`src/rtl/mac_array_ctrl.sv`:
```
// Purpose : job sequencer for a row x col weight-stationary MAC array (load weights, stream activations, drain, done).
// Latency : start to done = 2*row + col + num_act cycles, plus one cycle for every stalled LOAD_W/EXEC/DRAIN cycle.
// Backpressure: stall freezes state, phase counter and sram_addr, and masks w_load/act_en/sram_ren in the same cycle.
//
// Ports:
//   clk, reset            rising-edge clock, asynchronous active-high reset
//   start, num_act        job request (sampled in IDLE only) and activation vector count (latched with start)
//   stall                 output-FIFO back-pressure
//   busy, done            job in progress / one-cycle completion pulse
//   w_load, act_en, flush array strobes for the weight-load, activation and drain phases
//   sram_ren, sram_addr   operand SRAM read port
//   perf_cycles           busy-cycle count of the last completed job
// Optional feature: define MAC_CTRL_PERF_EN to build the perf_cycles counter; otherwise perf_cycles is tied to 0.

module mac_array_ctrl #(
    parameter int row     = 8,
    parameter int col     = 8,
    parameter int cnt_bw  = 8,
    parameter int addr_bw = 11
) (
    input  logic               clk,
    input  logic               reset,
    input  logic               start,
    input  logic [cnt_bw-1:0]  num_act,
    input  logic               stall,
    output logic               busy,
    output logic               done,
    output logic               w_load,
    output logic               act_en,
    output logic               flush,
    output logic               sram_ren,
    output logic [addr_bw-1:0] sram_addr,
    output logic [31:0]        perf_cycles
);

    // Phase counter must hold the longest phase length of the three counted phases.
    localparam int act_max   = (1 << cnt_bw) - 1;
    localparam int drain_len = row + col - 1;
    localparam int len_a     = (row > act_max) ? row : act_max;
    localparam int cnt_max   = (len_a > drain_len) ? len_a : drain_len;
    localparam int cnt_w     = $clog2(cnt_max + 1);

    localparam logic [cnt_w-1:0]   cnt_one    = cnt_w'(1);
    localparam logic [cnt_w-1:0]   load_last  = cnt_w'(row - 1);
    localparam logic [cnt_w-1:0]   drain_last = cnt_w'(drain_len - 1);
    localparam logic [addr_bw-1:0] addr_one   = addr_bw'(1);

    typedef enum logic [2:0] {
        IDLE   = 3'd0,
        LOAD_W = 3'd1,
        EXEC   = 3'd2,
        DRAIN  = 3'd3,
        DONE   = 3'd4
    } state_t;

    state_t             state;
    logic [cnt_w-1:0]   cnt;
    logic [cnt_bw-1:0]  na_q;
    logic               load_ph;
    logic               exec_ph;
    logic [cnt_w-1:0]   exec_last;

    // Only used in EXEC, which is never entered with na_q == 0.
    assign exec_last = cnt_w'(na_q) - cnt_one;

    // Phase flags and busy/done/flush are registered next to the state so the
    // outputs come straight from flops; only the stall gating is combinational.
    always_ff @(posedge clk or posedge reset) begin
        if (reset) begin
            state     <= IDLE;
            cnt       <= '0;
            na_q      <= '0;
            sram_addr <= '0;
            busy      <= 1'b0;
            done      <= 1'b0;
            flush     <= 1'b0;
            load_ph   <= 1'b0;
            exec_ph   <= 1'b0;
        end else begin
            case (state)
                IDLE: begin
                    if (start) begin
                        state     <= LOAD_W;
                        cnt       <= '0;
                        na_q      <= num_act;
                        sram_addr <= '0;
                        busy      <= 1'b1;
                        load_ph   <= 1'b1;
                    end
                end
                LOAD_W: begin
                    if (!stall) begin
                        sram_addr <= sram_addr + addr_one;
                        if (cnt == load_last) begin
                            cnt     <= '0;
                            load_ph <= 1'b0;
                            // An empty job skips the activation phase entirely.
                            if (na_q == '0) begin
                                state <= DRAIN;
                                flush <= 1'b1;
                            end else begin
                                state   <= EXEC;
                                exec_ph <= 1'b1;
                            end
                        end else begin
                            cnt <= cnt + cnt_one;
                        end
                    end
                end
                EXEC: begin
                    if (!stall) begin
                        // Activation addresses continue on from the weight block and wrap silently.
                        sram_addr <= sram_addr + addr_one;
                        if (cnt == exec_last) begin
                            cnt     <= '0;
                            exec_ph <= 1'b0;
                            state   <= DRAIN;
                            flush   <= 1'b1;
                        end else begin
                            cnt <= cnt + cnt_one;
                        end
                    end
                end
                DRAIN: begin
                    if (!stall) begin
                        if (cnt == drain_last) begin
                            cnt   <= '0;
                            flush <= 1'b0;
                            done  <= 1'b1;
                            state <= DONE;
                        end else begin
                            cnt <= cnt + cnt_one;
                        end
                    end
                end
                DONE: begin
                    // Always exactly one cycle; a start seen here is dropped.
                    state <= IDLE;
                    done  <= 1'b0;
                    busy  <= 1'b0;
                end
                default: begin
                    state   <= IDLE;
                    cnt     <= '0;
                    busy    <= 1'b0;
                    done    <= 1'b0;
                    flush   <= 1'b0;
                    load_ph <= 1'b0;
                    exec_ph <= 1'b0;
                end
            endcase
        end
    end

    assign w_load   = load_ph & ~stall;
    assign act_en   = exec_ph & ~stall;
    assign sram_ren = w_load | act_en;

`ifdef MAC_CTRL_PERF_EN
    logic [31:0] perf_cnt;
    logic [31:0] perf_inc;

    // Saturating increment so a pathological stall storm cannot wrap the count.
    assign perf_inc = (perf_cnt == 32'hFFFF_FFFF) ? perf_cnt : perf_cnt + 32'd1;

    always_ff @(posedge clk or posedge reset) begin
        if (reset) begin
            perf_cnt    <= '0;
            perf_cycles <= '0;
        end else if (state == IDLE && start) begin
            perf_cnt <= '0;
        end else if (busy) begin
            perf_cnt <= perf_inc;
            // The done cycle itself is a busy cycle, so publish the incremented value.
            if (done) begin
                perf_cycles <= perf_inc;
            end
        end
    end
`else
    assign perf_cycles = '0;
`endif

endmodule

```
`config.mk`:
```
export PLATFORM = sky130hd
export DESIGN_NAME = mac_array_ctrl
export DESIGN_NICKNAME = d
export VERILOG_FILES = /design/src/rtl/mac_array_ctrl.sv
export SDC_FILE = /design/constraint.sdc
export NUM_CORES = 1
export LEC_CHECK = 0
export CAP_MARGIN = 20
export CORE_ASPECT_RATIO = 1.4
export CORE_UTILIZATION = 49
export DETAILED_ROUTE_END_ITERATION = 10
export PLACE_DENSITY = 0.8
export RECOVER_POWER = 25
export SYNTH_ARGS = -nofsm -noshare
export SYNTH_HDL_FRONTEND = slang
export SYNTH_SLANG_ARGS = --single-unit
```
`constraint.sdc`:
```
create_clock -name clk -period 2.6 [get_ports clk]
set_input_delay 0.52 -clock clk [delete_from_list [all_inputs] [get_ports clk]]
set_output_delay 0.52 -clock clk [all_outputs]
set_load 0.05 [all_outputs]
```
==> impl_results.md <==
* WL per Instance at 12.33 µm
* Slowest-stage cell, CP: dfrtp_1
* # IOs at 61
* Multi-input logic area at between 1000 and 1500 µm²
* Crit path cell chain: inv_1 -> ha_1 -> nand2b_1 -> a21oi_1 -> a311o_1 -> a22o_1 -> o211ai_2 -> nor3_1 -> a211o_1
* Die width at 60.79 µm
* Post-DR vias/cell at 5.272
* Post-CTS Hold Buffers at 0
* EDFF count, synth at 0
* Most Crowded Layer GR: met2
* Flop pwr share at 0.339
* Clock power share at 0.199
* Final WL at 4.526 mm
* Synth area leaders: dfrtp_1 37%, buf_4 10%, nor2_1 3.8%, xnor2_1 3.7%, a21oi_1 3.4%
* Critical path buffers and inverters at 1
* Buffers added on ports at 28
* Reg2Reg Setup Slack at 160 ps
* Comb power frac at 0.462
* Met3 GRT Util at 0.03390
* Antenna diode count at 0
* Critical Path Fanout Max at 9
* Register area share after synthesis at 0.3694
* Setup bufs post-CTS at 0
* Highest clock rate at between 0.4 and 0.5 GHz
* Largest stage delay, worst path at 420 ps
* Critical path class: reg2reg
* Total number of vias at 1935
* Post-Layout Cell Count at between 300 and 400
* Root Driver: clkbuf_8
* H-tree levels at 2
* Overflow after GRT at 0
* Cell Area, Synth at around 2400 µm²
* Worst slew margin at 0.4122
* Synthesis-to-finish area growth at 15.41%
* Setup Skew at 14.65 ps
* Tightest Pin Transition at 881.6 ps
* Clock Latency Late Sink at 300 ps
* Final Cell Area at 2736 µm²
* Placer congestion estimate at 0.8558
* Routing usage on met1 at 0.2346
* Placed cell count at 359
* DRT iter0 DRCs at 49
* Die height at roughly 84 µm
* RSZ-0062 raised after global routing: false
* # DRC at 0
* Worst min path class: reg2reg
* Fin util at 0.5985
* CP startpoint kind: register
* Post-route antenna net violation count at 0
* Final HPWL from detailed placement at 3.306 mm
* Async set-reset flop share out of synthesis at 1.000
* 1st-pass router iterations at 4
* Synth unique cells at 48
* Storage element area at 875.8 µm²
* Internal at 1.454 mW
* Pre-CTS setup slack at -21.30 ps
* Fin crit period at roughly 2400 ps
* CTS Buf Count at 5
* Rows at 29
* VDD IR max at 0.5676 mV
* Total track usage at 0.1919
* Starting Density at 0.5186
* Cell Area, Placed at 2623 µm²
* Clock slew at reported path FFs at approximately 70 ps
* Post-synth top flop: dfrtp_1
* Number of synthesized register bits at 35
* NetSw at 1.121 mW
* Number of global-route vias before repair at approximately 1.8k
* # resized after CTS at 0
* GR Layer Usage met2 at 0.3247
* TritonCTS clock tree: done
* Final Hold Fails at 0
* Fillers at slightly below 400
* Core area at 4572 µm²
* Post-route clock period utilization at 0.9379
* Ratio of cells with drive above 1 in the final layout at 0.1049
* Pin count of the biggest net entering global routing at 36
* Fin nets at 321
* Endpoint type of the worst setup path: register
* Mapped Cells at 275
* Worst path top cell family by delay: compound AO/OA/AOI/OAI gates
* Status: complete, no violations
* Ys Warns at 0
* Final setup margin at around 160 ps
* Max-Cap Viols at 0
* CP arrival at 2620 ps
* First-pass GRT wire length at around 7.5 mm
* Area leader, netlist: dfrtp_1
* Clk buf depth at 2
* Pwr Density at 941.2 nW/µm²
* Pins Over Slew Limit at 0
* Clk sink count at 35
* Yosys top cell area share at 0.3694
* Initial antenna violation count at 0
* Lkg Pwr at 1.246 nW
* Setup Viol. Count Final at 0
* Sw Share at 0.4354
* Avg Cell Area, Syn at 8.622 µm²
* Die ar. at 5125 µm²
* Worst path required time at 2780 ps
## sequential cells by signal, indices dropped and copies added (netlist names)
name,flops
flush,1
state,3
cnt,8
exec_ph,1
load_ph,1
na_q,8
done,1
busy,1
sram_addr,11
## kinds of logic (layout without fill, tap and decap cells)
kind of cell    after synthesis  count (layout)  share of synthesized area
compound gates               58              58                     0.1583
mux                           8               8                    0.03694
simple gates                 94              94                     0.1995
buf+inv                      58              57                     0.1488
flops                        35              35                     0.3694
xor+xnor                     16              16                    0.05910
fa+ha+maj                     5               5                    0.02639
other cells                   1              32                   0.001582
## worst paths after layout
kind,from,end,cells past startpoint
setup / recovery,na_q[0]$_DFFE_PP0P_,cnt[6]$_DFFE_PP0P_,9
hold / removal,busy$_DFFE_PP0P_,busy$_DFFE_PP0P_,2
setup reg to reg,na_q[0]$_DFFE_PP0P_,cnt[6]$_DFFE_PP0P_,9
hold reg to reg,busy$_DFFE_PP0P_,busy$_DFFE_PP0P_,2
max in group asynchronous,reset,cnt[3]$_DFFE_PP0P_,3
min in group asynchronous,reset,sram_addr[7]$_DFFE_PP0P_,3
## power by group through the flow
stage	clock network (mW)	logic, mW	registers [mW]
floorplan	0	0.926	0.897
global placement	0	1.17	0.880
detailed placement	0	1.19	0.884
CTS	0.520	1.20	0.873
global route	0.542	1.32	0.902
finish	0.512	1.19	0.873
## synth_stat cells (2+ instances only)
library cell	count
o21ai_0	14
inv_1	12
or2_2	2
nand2b_1	4
nand3_1	9
nand3b_1	2
nor3_1	9
or3_1	4
a31oi_1	4
clkbuf_1	8
nor2_1	24
o211ai_1	3
nand4_1	4
buf_4	33
dfrtp_1	35
mux2i_1	2
and3_1	6
mux2_2	6
a21o_1	3
a211o_1	3
ha_1	5
nand2_1	19
xnor2_1	10
o21bai_1	2
nor3b_1	3
a21oi_1	16
xor2_1	6
buf_2	3
nor2b_1	5
## final cells by class
cell class / instances / area share
multi-input cells: 213 / 0.4600
flip-flops and latches: 35 / 0.3201
repair buffers: 37 / 0.1326
well taps: 62 / 0.02835
clock buffers: 5 / 0.02515
clock inverters: 3 / 0.01738
inverters: 12 / 0.01646
## per-layer routing
| layer | wire length (µm) | up-vias | share of wire |
|---|---|---|---|
| met5 | 0 | - | 0 |
| met4 | 59 | 0 | 0.013 |
| met3 | 149 | 6 | 0.033 |
| met2 | 2327 | 56 | 0.51 |
| met1 | 1990 | 931 | 0.44 |
| li1 | - | 942 | - |
## tightest hold or removal path, cell delays in order, from the launching register on
cell     delay, ps
dfrtp_1        350
a21oi_1         40
nor2_1          70
## stage by stage
stage	setup TNS, ps	hold WS, ps	power (mW)
after floorplan	0	462.1	1.823
after global placement	0	482.6	2.051
after detailed placement	-36.77	483.1	2.073
after CTS	0	501.6	2.590
after global routing	0	517.8	2.763
final	0	497.0	2.575
## cells in the final DEF, fill, tap and decap left out, drive strengths merged, types with 5 or more instances in the layout
| cell | count |
|---|---|
| ha | 5 |
| xnor2 | 10 |
| buf | 11 |
| nor3 | 9 |
| and3 | 6 |
| conb | 32 |
| a21oi | 16 |
| nor2 | 25 |
| nand3 | 9 |
| o21ai | 15 |
| nor2b | 5 |
| inv | 13 |
| dfrtp | 35 |
| clkdlybuf4s50 | 24 |
| xor2 | 6 |
| nand2 | 19 |
| clkbuf | 6 |
| mux2 | 6 |
Power figures use the tool's default switching activity.
